## src/rtl/freq_counter_multi.sv

```systemverilog
// freq_counter_multi: CH-channel gated edge counter with saturating latched results and a read mux
// Ports: clock, rst_n (async active-low); sig_in async inputs (bit i = channel i);
//   edge_mode 0 = rising only, 1 = both edges; hold freezes publishing at gate end;
//   rd_ch selects freq_out/ovf_out; ovf_all per-channel overflow flags;
//   meas_valid one-cycle pulse on publish; gate_busy high while windows run.
module freq_counter_multi #(
  parameter int CH = 4,
  parameter int CW = 32,
  parameter int GATE_CYCLES = 100000000,
  parameter int SYNC_STAGES = 2
) (
  input  logic                                clock,
  input  logic                                rst_n,
  input  logic [CH-1:0]                       sig_in,
  input  logic                                edge_mode,
  input  logic                                hold,
  input  logic [$clog2(CH > 1 ? CH : 2)-1:0]  rd_ch,
  output logic [CW-1:0]                       freq_out,
  output logic                                ovf_out,
  output logic [CH-1:0]                       ovf_all,
  output logic                                meas_valid,
  output logic                                gate_busy
);
  localparam int GW = $clog2(GATE_CYCLES);
  logic [CH-1:0] sync_r [SYNC_STAGES];
  logic [CH-1:0] hist, last, edg, sat, ovf_w, ovf_nx, ovf_r;
  logic [CW-1:0] cnt [CH];
  logic [CW-1:0] cnt_nx [CH];
  logic [CW-1:0] res [CH];
  logic [GW-1:0] gt;
  logic term;
  assign last = sync_r[SYNC_STAGES-1];
  assign edg = edge_mode ? (last ^ hist) : (last & ~hist);
  assign term = gt == GW'(GATE_CYCLES - 1);
  // the terminal-cycle edge is folded into the published value via cnt_nx
  for (genvar i = 0; i < CH; i++) begin : g_ch
    assign sat[i] = &cnt[i];
    assign cnt_nx[i] = sat[i] ? cnt[i] : cnt[i] + CW'(edg[i]);
  end
  assign ovf_nx = ovf_w | (edg & sat);
  assign freq_out = (32'(rd_ch) < CH) ? res[rd_ch] : '0;
  assign ovf_out = (32'(rd_ch) < CH) ? ovf_r[rd_ch] : 1'b0;
  assign ovf_all = ovf_r;
  always_ff @(posedge clock or negedge rst_n) begin
    if (!rst_n) begin
      for (int s = 0; s < SYNC_STAGES; s++) sync_r[s] <= '0;
      for (int i = 0; i < CH; i++) begin
        cnt[i] <= '0;
        res[i] <= '0;
      end
      hist <= '0;
      ovf_w <= '0;
      ovf_r <= '0;
      gt <= '0;
      meas_valid <= 1'b0;
      gate_busy <= 1'b0;
    end else begin
      sync_r[0] <= sig_in;
      for (int s = 1; s < SYNC_STAGES; s++) sync_r[s] <= sync_r[s-1];
      hist <= last;
      gate_busy <= 1'b1;
      gt <= term ? '0 : gt + GW'(1);
      meas_valid <= term & ~hold;
      ovf_w <= term ? '0 : ovf_nx;
      for (int i = 0; i < CH; i++) cnt[i] <= term ? '0 : cnt_nx[i];
      if (term && !hold) begin
        for (int i = 0; i < CH; i++) res[i] <= cnt_nx[i];
        ovf_r <= ovf_nx;
      end
    end
  end
endmodule

```

## config.mk

```make
export PLATFORM = sky130hd
export DESIGN_NAME = freq_counter_multi
export DESIGN_NICKNAME = d
export VERILOG_FILES = /design/src/rtl/freq_counter_multi.sv
export SDC_FILE = /design/constraint.sdc
export NUM_CORES = 1
export LEC_CHECK = 0
export CORE_MARGIN = 2
export CORE_UTILIZATION = 30
export CTS_CLUSTER_SIZE = 10
export DETAILED_ROUTE_END_ITERATION = 6
export GPL_ROUTABILITY_DRIVEN = 0
export GPL_TIMING_DRIVEN = 0
export PLACE_DENSITY = 0.56
export SYNTH_ARGS = -nofsm -noshare
export SYNTH_HDL_FRONTEND = slang
export SYNTH_SLANG_ARGS = --single-unit
```

## constraint.sdc

```tcl
create_clock -name clock -period 3.2 [get_ports clock]
set_input_delay 0.48 -clock clock [delete_from_list [all_inputs] [get_ports clock]]
set_output_delay 0.48 -clock clock [all_outputs]
set_load 0.03 [all_outputs]
```

== After elaboration in Yosys (flattened, before gate mapping) ==
Index checks and enable logic that the tools add are counted.
Widths: inputs -> output; s select.

* Add/sub/neg operators: 5
* Magnitude comparators: 2
* Equal/unequal tests: 1
* Mux-type cells: 16
* Bitwise gates (word level): 8
* Reductions and logical operators: 6

{| class="wikitable"
|+ Operators with widths
! kind !! number
|-
| $mux 32 || 10
|-
| $add 32x1->32 || 4
|-
| $reduce_and 32->1 || 4
|-
| $bmux 32 s2 || 1
|-
| $add 27x1->27 const B || 1
|-
| $eq 27x27->1 const B || 1
|-
| $mux 27 || 1
|-
| $and 4x4->4 || 2
|-
| $mux 4 || 2
|-
| $not 4->4 || 1
|-
| $or 4x4->4 || 1
|-
| $xor 4x4->4 || 1
|-
| $ge 3x3->1 const B || 1
|-
| $lt 2x3->1 const B || 1
|-
| $not 2->3 || 1
|-
| $bmux 1 s2 || 1
|-
| $and 1x1->1 || 1
|-
| $logic_and 1x1->1 || 1
|-
| $logic_not 1->1 || 1
|-
| $mux 1 || 1
|-
| $not 1->1 || 1
|}

* Bits in registers: 305
* Input bits: 10
* Output and inout bits: 39
* Word-level logic and storage cells: 54

== Logic depth before layout (Yosys ltp) ==
Gate-level depths: netlist of the first run.

* Depth after elaboration: 6
* Gate-level depth with buffers: 11
* Mapped depth without buffers: 11

== Worst setup path after synthesis of the first run ==
OpenSTA, ideal clock, no wires.

* Path type: input to register
* Start: in edge_mode
* End: reg res[30] (netlist bit)
* Library setup time: 131 ps
* Arrival: 2399 ps
* Data required time: 3069 ps
* Path slack: 670 ps
* Stages: 9
* Path buffers: 1
* Cell sequence: clkbuf_1 > nor2_1 > a21oi_1 > ha_1 > and3_1 > nand4_1 > or4b_2 > xor2_1 > o21ai_0

* Word-level cells in the longest chain between the ends: 3

{| class="wikitable"
|+ Ends and longest elaborated chain
! item !! line !! source
|-
| start: declaration || 15 || <nowiki>input logic edge_mode,</nowiki>
|-
| $mux 4 || 33 || <nowiki>assign edg = edge_mode ? (last ^ hist) : (last & ~hist);</nowiki>
|-
| $add 32x1->32 || 38 || <nowiki>assign cnt_nx[i] = sat[i] ? cnt[i] : cnt[i] + CW'(edg[i]);</nowiki>
|-
| $mux 32 || 38 ||
|-
| end signal: indexed assignment || 49 || <nowiki>res[i] <= '0;</nowiki>
|-
| end: declaration || 29 || <nowiki>logic [CW-1:0] res [CH];</nowiki>
|}

No other way between the ends.
A chain may end at the register's enable or synchronous reset.

== Worst setup path after layout of the first run ==
* Start: in rd_ch[0] (netlist bit)
* End: out freq_out[15]

* Word-level cells in the longest chain between the ends: 4

{| class="wikitable"
|+ Ends and longest elaborated chain
! item !! line !! source
|-
| start: declaration || 17 || <nowiki>input logic [$clog2(CH > 1 ? CH : 2)-1:0] rd_ch,</nowiki>
|-
| $not 2->3 (not written as such) || 41 || <nowiki>assign freq_out = (32'(rd_ch) < CH) ? res[rd_ch] : '0;</nowiki>
|-
| $bmux 32 s2 || 41 ||
|-
| $mux 32 (not written as such) (2 in a row) || 41 ||
|-
| end: declaration || 18 || <nowiki>output logic [CW-1:0] freq_out,</nowiki>
|}

No other way between the ends. The select of a mux whose other input is x is not followed.

==> results.json, run 1 <==
{
  "status": "complete, no violations",
  "drt_iter0_drc": 853,
  "design_area_mm2": 0.0164,
  "post-place-ws_ps": -250,
  "r2r-start": "cnt[25]",
  "crit_required_ps": 2720,
  "synth-seq-cells": 305,
  "critPathArrivalTime_ps": 2570,
  "fmax_ghz": 0.328,
  "cts_made_buffers": 37,
  "drcViolationCount": 0,
  "routedWlPerCell_um": 18.3,
  "slew_headroom": 0.227,
  "n_fill_cell": 4664,
  "track_usage": 0.162,
  "holdPathStages": 0,
  "avgViaCountPerCell": 5.02,
  "crit_chain": "clkbuf_1 -> buf_2 -> mux4_2 -> clkdlybuf4s50_1",
  "synth_top_cell_by_area": "dfrtp_1",
  "n_antenna_cell": 0,
  "async_flop_share": 1.00,
  "critPathKind": "input port to output port",
  "synth_cell_types": 54,
  "r2r_cells": 7,
  "fp.dieW_um": 220,
  "layout.nets": 1484,
  "drive_gt1_frac": 0.0816,
  "ys_top_cells_by_area": "dfrtp_1, nand2_1, mux4_2",
  "slowest_delay_ps": 620,
  "synth.avg_cell_area_um2": 10.2,
  "hold_violations": 0,
  "hold_path_end": "last[2]",
  "cts_tree": "yes",
  "hold_path_class": "flop to flop",
  "start_util": 0.303,
  "synth-warning-count": 0,
  "synthesis.nets": 1395,
  "power.density_mw_per_mm2": 520,
  "final_common_cell": "dfrtp_1",
  "routed_wl_um": 37900,
  "setup_slack_ps": 150,
  "drv_slew": 0,
  "min-delay-start": "sync_r[6]",
  "power_mw": 8.52,
  "clock_latency_ps": 540,
  "cp_top_family": "buffers and inverters",
  "grt_first_pass_wirelength_um": 60500,
  "drtAntennaViolNets": 0,
  "first_pass_iters": 5,
  "rr_endpoint": "res[18]",
  "whs_ps": 346,
  "portBuffers": 45,
  "antenna_found_initial": 1,
  "p_leak_nw": 6.95,
  "syn_area_mm2": 0.0140,
  "synth_edf_count": 0,
  "die_h_um": 220,
  "cts_buffer_depth": 3,
  "crit_fanout": 10,
  "core.rowCount": 79,
  "coreArea_mm2": 0.0464,
  "hpwl_um": 28200,
  "vias": 10400,
  "mostFrequentLayoutCells": "dfrtp_1, nand2_1, nor2_1",
  "worst-r2r-setup-slack_ps": 230,
  "synth_top_area_frac": 0.543,
  "rsz0062_at_grt": "no",
  "overflow": 0,
  "grt_pass1_vias": 10500,
  "final_util": 0.353,
  "fin_crit_ps": 3050,
  "crit_cells": 4,
  "cts.clk_slew.worst_paths_ps": 50,
  "period_share": 0.953,
  "htreeDepth": 2,
  "pin_count": 49,
  "clock-sinks": 305,
  "area_delta_synth_final_pct": 16.6,
  "crit_path_start_kind": "input port",
  "postPlaceCellArea_mm2": 0.0153,
  "cts_root_buf": "clkbuf_16",
  "tightest_slew_ps": 1150,
  "synthFlopType": "dfrtp_1",
  "setup_violations": 0,
  "peakVddDrop_uv": 288,
  "dieArea_mm2": 0.0486,
  "netlist_instances": 1372,
  "path_buf_inv": 3,
  "synth-seq-area-share": 0.543,
  "grt_max_degree": 124,
  "cp-end-kind": "output port",
  "crit_path_top_delay_cell": "clkdlybuf4s50_1",
  "cap_viol_max_count": 0,
  "finClkSkew_ps": 30.3
}
-- metrics by stage --
stage               instances  setup TNS [ps]
floorplan                1372               0
global placement         2024        -3589820
detailed placement       2026           -7180
CTS                      2075               0
global route             2077               0
finish                   2077               0
-- per-layer routing --
layer / vias to the layer above / part of all wire / track usage
met3: 64 / 0.048 / 0.0208
met5: - / 0 / 0
li1: 4883 / - / -
met1: 5189 / 0.47 / 0.232
met4: 0 / 0.026 / 0.0517
met2: 287 / 0.46 / 0.255
-- power by group --
group          internal, mW  switching (mW)  total (mW)
Combinational         0.226           0.410       0.636
Clock                  2.13            1.55        3.68
Sequential             4.03           0.183        4.21
-- worst max path at each step --
stage | endpoint | slack, ps | startpoint
2_1_floorplan | res[30] | 670 | edge_mode
3_3_place_gp | cnt[105] | -11770 | rst_n
3_5_place_dp | freq_out[15] | -250 | rd_ch[0]
4_1_cts | freq_out[15] | 7 | rd_ch[0]
5_1_grt | res[18] | 0.3 | cnt[25]
6_report | freq_out[15] | 150 | rd_ch[0]
-- layout make-up --
class                      count  area [um^2]  share of cell area
inverter                      18         67.6             0.00413
clock inverter                 3         28.8             0.00176
sequential                   305         7630               0.466
buffer                        64          272              0.0166
clock buffer                  45          977              0.0597
multi-input combinational    985         6100               0.373
timing repair buffer          50          536              0.0327
tap                          607          759              0.0464
-- registers in the layout, indices dropped and copies added (netlist names) --
signal	count
last	4
sync_r	4
gt	27
ovf_all	4
meas_valid	1
ovf_w	4
gate_busy	1
cnt	128
hist	4
res	128
-- timing repair --
item,CTS,global route
setup buffers,0,2
pin swaps,0,2
hold buffers,1,0
gates resized for setup,6,10
endpoints found under the setup margin,32,59
hold endpoints to repair,63,0
-- cell families after synthesis --
kind of cell / Yosys count / share of synthesized area
buffers and inverters: 82 / 0.0236
AND/OR/NAND/NOR: 631 / 0.216
adder cells (fa/ha/maj): 13 / 0.0116
AO/OA/AOI/OAI: 160 / 0.0602
multiplexers: 39 / 0.0574
flip-flops: 305 / 0.543
XOR/XNOR: 141 / 0.0879
other: 1 / 0.000267
-- cell usage after synthesis (2+ instances only) --
library cell	n
a31oi_1	5
nand2_1	200
buf_1	5
o21ai_0	117
and4_1	24
inv_1	18
mux2i_1	4
or2_2	3
nor3_1	34
nor4_1	10
and3_1	23
nor2_1	194
xnor2_1	79
xor2_1	62
nor2b_1	6
o31ai_1	4
and2_1	7
clkbuf_2	2
clkbuf_1	45
ha_1	13
buf_2	11
nand2b_1	3
nor3b_1	5
mux4_2	33
nor3_2	3
nand3_1	59
a21oi_1	11
or3_1	2
mux2_2	2
o21ai_1	13
nand4_1	34
o211ai_1	3
nor4b_1	7
nor4b_4	2
or4_1	6
dfrtp_1	305
Note: power is estimated with default switching activity, not from simulation.
==> run 2, diff against run 1 <==
Settings changed: PLACE_DENSITY 0.56 to default.
==> results.json, run 2 (synthesis gave the netlist of run 1 again) <==
{
  "layout.nets": 1482,
  "cp-end-kind": "output port",
  "peakVddDrop_uv": 275,
  "drv_slew": 0,
  "fp.dieW_um": 220,
  "critPathKind": "input port to output port",
  "track_usage": 0.158,
  "routedWlPerCell_um": 18.1,
  "grtUsageMet2": 0.253,
  "slew_headroom": 0.246,
  "avgViaCountPerCell": 5.03,
  "dieArea_mm2": 0.0486,
  "cts.clk_slew.worst_paths_ps": 70,
  "drt_iter0_drc": 942,
  "postPlaceCellArea_mm2": 0.0153,
  "area_delta_synth_final_pct": 16.4,
  "pin_count": 49,
  "n_fill_cell": 4622,
  "period_share": 0.959,
  "violations": "negative hold slack",
  "cts_made_buffers": 37,
  "n_antenna_cell": 0,
  "power_frac_seq": 0.491,
  "drcViolationCount": 0,
  "p_int_mw": 6.37,
  "cts_buffer_depth": 3,
  "power_frac_clock": 0.433,
  "rsz0062_at_grt": "no",
  "first_pass_iters": 5,
  "portBuffers": 45,
  "p_switching_mw": 2.18,
  "use_met1": 0.220,
  "crit_path_start_kind": "input port",
  "mostFrequentLayoutCells": "dfrtp_1, nand2_1, nor2_1",
  "crit_chain": "clkbuf_1 -> buf_2 -> mux4_2 -> clkdlybuf4s50_1",
  "critPathArrivalTime_ps": 2590,
  "drive_gt1_frac": 0.0797,
  "pwr-share-comb": 0.075,
  "fin_crit_ps": 3070,
  "core.rowCount": 79,
  "power_mw": 8.55,
  "vias": 10400,
  "start_util": 0.303,
  "status": "finished with violations",
  "grtUsageMet3": 0.0264,
  "grt_max_degree": 107,
  "fmax_ghz": 0.326,
  "p_leak_nw": 6.93,
  "tightest_slew_ps": 1120,
  "setup_violations": 0,
  "cts_tree": "yes",
  "coreArea_mm2": 0.0464,
  "routed_wl_um": 37500,
  "design_area_mm2": 0.0164,
  "antenna_found_initial": 0,
  "path_buf_inv": 3,
  "crit_path_top_delay_cell": "mux4_2",
  "power.density_mw_per_mm2": 523,
  "finClkSkew_ps": 20.7,
  "power_switching_share": 0.255,
  "hold_violations": 2,
  "clock-sinks": 305,
  "grt_pass1_vias": 10500,
  "crit_fanout": 10,
  "cap_viol_max_count": 0,
  "drtAntennaViolNets": 0,
  "hold_path_class": "input port to async pin",
  "clock_latency_ps": 550,
  "final_common_cell": "dfrtp_1",
  "slowest_delay_ps": 620,
  "hpwl_um": 27800,
  "top_usage_layer": "met2",
  "whs_ps": -30.7,
  "reg_top3": "cnt: 128 flops, res: 128 flops, gt: 27 flops",
  "die_h_um": 220,
  "overflow": 0,
  "grt_first_pass_wirelength_um": 59400,
  "holdBufCountCts": 0,
  "cp_top_family": "buffers and inverters",
  "htreeDepth": 2,
  "crit_required_ps": 2720,
  "cts_root_buf": "clkbuf_16"
}
-- run 2: worst reg2reg max path, delay by kind of cell (launching register included) --
| family | cells | cell delay [ps] |
|---|---|---|
| AO/OA/AOI/OAI | 2 | 480 |
| AND/OR/NAND/NOR | 2 | 480 |
| multiplexers | 1 | 450 |
| adder cells (fa/ha/maj) | 2 | 640 |
| buffers and inverters | 1 | 280 |
| XOR/XNOR | 1 | 190 |
| flip-flops | 1 | 370 |
-- run 2: what timing repair did --
item | CTS | global route
endpoints found under the setup margin | 34 | 38
pin swaps | 0 | 1
cloned | 0 | 0
setup buffers | 0 | 1
resized for setup | 7 | 3
-- run 2: power by group through the flow --
stage | Combinational, mW | Sequential, mW | Clock (mW)
after detailed placement | 0.638 | 4.26 | 0
after global routing | 0.730 | 4.22 | 3.94
after floorplan | 0.413 | 4.22 | 0
after global placement | 0.616 | 4.26 | 0
final | 0.644 | 4.20 | 3.71
after CTS | 0.649 | 4.20 | 3.79
-- run 2: metal layers --
layer,up-vias,routed length (um)
met3,72,2280
met1,5169,17100
met4,0,953
met5,-,0
met2,324,17200
li1,4866,-
-- run 2: path summary, 6_finish.rpt --
kind,start,endpoint,depth (start not counted),slack [ps]
min in group clock,sync_r[4],last[0],0,340
max reg2reg,last[0],res[117],9,190
max,rd_ch[0],freq_out[13],4,130
max in group asynchronous,rst_n,cnt[110],3,1830
min,rst_n,cnt[50],1,-30
min reg2reg,sync_r[4],last[0],0,340
-- run 2: cell type report --
cell class | instances | area (um^2) | share of cell area
Buffer | 64 | 268 | 0.0164
Clock buffer | 44 | 962 | 0.0588
Clock inverter | 4 | 46.3 | 0.00283
Inverter | 18 | 67.6 | 0.00413
Multi-Input combinational cell | 985 | 6100 | 0.373
Sequential cell | 305 | 7630 | 0.467
Tap cell | 607 | 759 | 0.0464
Timing Repair Buffer | 48 | 518 | 0.0317
-- run 2: through the flow --
step / cells / worst slack (ps) / utilization / setup TNS [ps]
global route: 2075 / 0.635 / 0.353 / 0
CTS: 2074 / 6.41 / 0.353 / 0
floorplan: 1372 / 670 / - / 0
finish: 2075 / 131 / 0.353 / 0
global placement: 2024 / -11620 / 0.329 / -3541670
detailed placement: 2026 / -259 / 0.330 / -5520
